[config.mk]
export PLATFORM = sky130hd
export DESIGN_NAME = alu_mult_sequencer
export DESIGN_NICKNAME = d
export VERILOG_FILES = /design/src/rtl/alu_mult_sequencer.sv
export SDC_FILE = /design/constraint.sdc
export NUM_CORES = 1
export LEC_CHECK = 0
export CAP_MARGIN = 5
export CORE_MARGIN = 3
export CORE_UTILIZATION = 49
export DETAILED_ROUTE_END_ITERATION = 8
export GPL_ROUTABILITY_DRIVEN = 0
export PLACE_DENSITY_LB_ADDON = 0.2
export REMOVE_ABC_BUFFERS = 1
export SETUP_SLACK_MARGIN = 0.2
export SLEW_MARGIN = 20
export SYNTH_ARGS = -nofsm -noshare
export SYNTH_HDL_FRONTEND = slang
export SYNTH_SLANG_ARGS = --single-unit
[constraint.sdc]
create_clock -name CLK -period 3 [get_ports CLK]
set_input_delay 0.45 -clock CLK [delete_from_list [all_inputs] [get_ports CLK]]
set_output_delay 0.45 -clock CLK [all_outputs]
set_load 0.005 [all_outputs]
[src/rtl/alu_mult_sequencer.sv]
// Sits between the CPU control path and the 8-bit ALU. It passes ALU operations straight through,
// and builds MULT out of repeated ALU ADD/FORWARD steps while holding the CPU in a stall.
module alu_mult_sequencer #(
    parameter int unsigned WIDTH      = 8,
    parameter logic [2:0]  MULT_OP    = 3'b100,
    parameter bit          EARLY_EXIT = 1'b1
) (
    input  logic             CLK,
    input  logic             RESET,
    input  logic [WIDTH-1:0] CPU_DATA1,
    input  logic [WIDTH-1:0] CPU_DATA2,
    input  logic [2:0]       CPU_SELECT,
    output logic [WIDTH-1:0] CPU_RESULT,
    output logic             CPU_ZERO,
    output logic             STALL,
    output logic [WIDTH-1:0] ALU_DATA1,
    output logic [WIDTH-1:0] ALU_DATA2,
    output logic [2:0]       ALU_SELECT,
    input  logic [WIDTH-1:0] ALU_RESULT,
    input  logic             ALU_ZERO
);

    localparam int unsigned CNT_W  = $clog2(WIDTH) + 1;
    localparam logic [2:0]  OP_FWD = 3'b000;
    localparam logic [2:0]  OP_ADD = 3'b001;

    typedef enum logic [1:0] {
        IDLE = 2'd0,
        RUN  = 2'd1,
        DONE = 2'd2
    } state_t;

    state_t           state_q, state_d;
    logic [WIDTH-1:0] mcand_q, mcand_d;
    logic [WIDTH-1:0] mplier_q, mplier_d;
    logic [WIDTH-1:0] acc_q, acc_d;
    logic [CNT_W-1:0] cnt_q, cnt_d;

    // State and multiply datapath registers
    always_ff @(posedge CLK) begin
        if (RESET) begin
            state_q  <= IDLE;
            mcand_q  <= '0;
            mplier_q <= '0;
            acc_q    <= '0;
            cnt_q    <= '0;
        end else begin
            state_q  <= state_d;
            mcand_q  <= mcand_d;
            mplier_q <= mplier_d;
            acc_q    <= acc_d;
            cnt_q    <= cnt_d;
        end
    end

    // Next state, ALU port muxing and CPU result selection
    always_comb begin
        state_d    = state_q;
        mcand_d    = mcand_q;
        mplier_d   = mplier_q;
        acc_d      = acc_q;
        cnt_d      = cnt_q;
        ALU_DATA1  = CPU_DATA1;
        ALU_DATA2  = CPU_DATA2;
        ALU_SELECT = CPU_SELECT;
        CPU_RESULT = ALU_RESULT;
        CPU_ZERO   = ALU_ZERO;

        unique case (state_q)
            IDLE: begin
                if (CPU_SELECT == MULT_OP) begin
                    mcand_d  = CPU_DATA1;
                    mplier_d = CPU_DATA2;
                    acc_d    = '0;
                    cnt_d    = '0;
                    state_d  = (CPU_DATA2 == '0) ? DONE : RUN;
                end
            end
            RUN: begin
                ALU_DATA1 = acc_q;
                if (mplier_q[0]) begin
                    ALU_SELECT = OP_ADD;
                    ALU_DATA2  = mcand_q;
                    acc_d      = ALU_RESULT;
                end else begin
                    ALU_SELECT = OP_FWD;
                    ALU_DATA2  = acc_q;
                end
                mcand_d  = mcand_q << 1;
                mplier_d = mplier_q >> 1;
                cnt_d    = cnt_q + CNT_W'(1);
                // Early exit fires once no set multiplier bits remain
                if ((cnt_q == CNT_W'(WIDTH - 1)) ||
                    (EARLY_EXIT && ((mplier_q >> 1) == '0))) begin
                    state_d = DONE;
                end
            end
            DONE: begin
                CPU_RESULT = acc_q;
                CPU_ZERO   = (acc_q == '0);
                state_d    = IDLE;
            end
            default: state_d = IDLE;
        endcase
    end

    assign STALL = (CPU_SELECT == MULT_OP) && (state_q != DONE);

endmodule

==> reports/qor.csv <==
metric;value;unit
layout_common_cells;58 x clkdlybuf4s50_1, 42 x nand2_1, 30 x dfxtp_1;
ctsHoldBuffers;0;
die_y;66.0;µm
startpoint;state_q[0];
synth-seq-cells;30;
ant_nets;0;
die-area;4360;µm²
critical_path.cell_chain;buf_4, nand2_1, buf_4, o21ai_0, clkdlybuf4s50_1;
worstReg2RegStart;state_q[0];
synthDistinctLibCells;32;
stdcell_count;307;
htree_levels;2;
cp.arrival;2120;ps
setup_viol;0;
fmax;389;MHz
clk_pin_slew;90;ps
insertion_delay;330;ps
crit_family;buffers and inverters;
ys_top_cells_by_area;dfxtp_1 34%, nand2_1 8.9%, mux2i_1 8.5%;
yosysTopAreaCellShare;34.0;%
endpoint_kind;primary output;
nets;291;
grt_pass1_vias;1573;
rows;21;
syn_inst;205;
path_class;flip-flop to primary output;
dpl.hpwl;3.27;mm
avgSynthCellArea;8.62;µm²
wire_per_inst;14.7;µm
hold_ws;516;ps
diodes;0;
io_buffers;58;
cts.sinks;30;
min_period_over_period;85.7;%
grtUsageTotal;22.1;%
yosys_warnings;0;
core_area;3420;µm²
cts_tree;done;
cp_num_buf_inv;3;
ioPinCount;59;
ir_drop;0.000287;V
via_per_inst;5.59;
syn_area;1770;µm²
start_util;51.7;%
cts-buffers-inserted;5;
grt_start_max_net_pins;24;
final_common_cell;clkdlybuf4s50_1;
status;complete, no violations;
totalNegativeSetupSlack;0;ps
crit_slowest_cell;clkdlybuf4s50_1;
p_leak;0.903;nW
grt_pass1_wl;7.43;mm
routed-via-count;1715;
fill_cells;287;
grt_overflow;0;
tightest_slew;751;ps
min-delay-start;cnt_q[0];
area_growth;36.4;%
required;2550;ps
drive_gt1_share;14.6;%
path_max_fanout;23;
dp.cells;299;
drt_iter0_markers;67;
period_minus_slack;2570;ps
post-cts-setup-buffers;0;
dr.pass1.iters;4;
clockRootBuffer;clkbuf_4;
wl;4.51;mm
yosysTopAreaCell;dfxtp_1;
rsz0062_at_grt;false;
startpoint_type;flip-flop;
finalMaxSlewViolations;0;
die_w;66.0;µm
synth-seq-area-share;34.0;%
grt_antenna_before_repair;0;
hold_viol;0;
power_per_cell_area;394;nW/µm²
drcViolationCount;0;
clockBufferDepth;2;
crit_top_cell;buf_4;
relSlewSlack;49.9;%
max_cap_viol_count;0;
cts_resized;0;
finClkSkew;8.88;ps
cp_slowest_stage_delay;550;ps
hold_class;flip-flop to flip-flop;
==> worst reg2reg max path, cell delays in order, from the launching register on <==
cell and delay [ps]:
dfxtp_1 340, buf_4 300, nand2_1 120, buf_4 190
nor3b_2 510, a22o_1 240
==> cells by family (layout without fill, tap and decap cells) <==
group	Yosys count	in the layout	share of synthesized area [%]
AO/OA/AOI/OAI	45	45	23.1
AND/OR/NAND/NOR	87	87	21.7
flip-flops	30	30	34.0
multiplexers	25	25	14.9
buffers and inverters	17	73	5.67
adder cells (fa/ha/maj)	1	1	0.708
==> Yosys cell counts, drive strengths merged <==
master,count
a211oi,9
mux2i,15
a2111oi,1
nand3,1
buf,9
nor4,5
nor3,9
mux2,10
a21o,1
clkbuf,6
or3b,1
a21oi,3
nor3b,1
and2,2
ha,1
inv,2
nand3b,1
a22oi,5
a22o,8
and3,1
a221oi,7
o21ai,10
dfxtp,30
nand2,42
nor2,24
a32oi,1
==> routing by layer <==
layer	track usage (%)	part of all wire, %	up-vias	routed length (µm)
li1	-	-	858	-
met3	4.93	6.0	7	269
met4	9.64	1.8	0	81
met2	33.5	46	55	2060
met5	0	0	-	0
met1	29.8	47	795	2100
==> area by class of cell <==
cell class / instances / area, µm² / area share, %
flip-flops and latches: 30 / 601 / 24.9
well taps: 46 / 57.6 / 2.39
clock inverters: 1 / 5.00 / 0.208
clock buffers: 7 / 55.1 / 2.28
multi-input cells: 158 / 1070 / 44.2
repair buffers: 63 / 618 / 25.6
inverters: 2 / 7.51 / 0.312
==> path summary, 6_finish.rpt <==
path	slack, ps	to	depth (start not counted)
worst max register to register	1250	acc_q[0]	5
worst min-delay path	520	cnt_q[0]	1
worst max-delay path	430	ALU_DATA2[7]	5
worst min register to register	520	cnt_q[0]	1
==> state kept, by name, summed over array words and instances (netlist names) <==
name      count
state_q       2
cnt_q         4
mcand_q       8
acc_q         8
mplier_q      8
==> stage by stage <==
| step | util [%] | power, mW | instance area, µm² | worst slack (ps) |
|---|---|---|---|---|
| 6_report | 70.5 | 0.949 | 2410 | 430 |
| 3_5_place_dp | 68.8 | 0.704 | 2350 | 500 |
| 5_1_grt | 70.5 | 1.00 | 2410 | 326 |
| 2_1_floorplan | - | 0.566 | 1670 | 615 |
| 4_1_cts | 70.5 | 0.957 | 2410 | 441 |
| 3_3_place_gp | 68.8 | 0.700 | 2350 | 495 |
==> where the power goes <==
part	total (mW)	internal, mW	switching (mW)
sequential	0.444	0.420	0.0238
clock	0.254	0.113	0.140
combinational	0.251	0.139	0.112
Power figures use the tool's default switching activity.
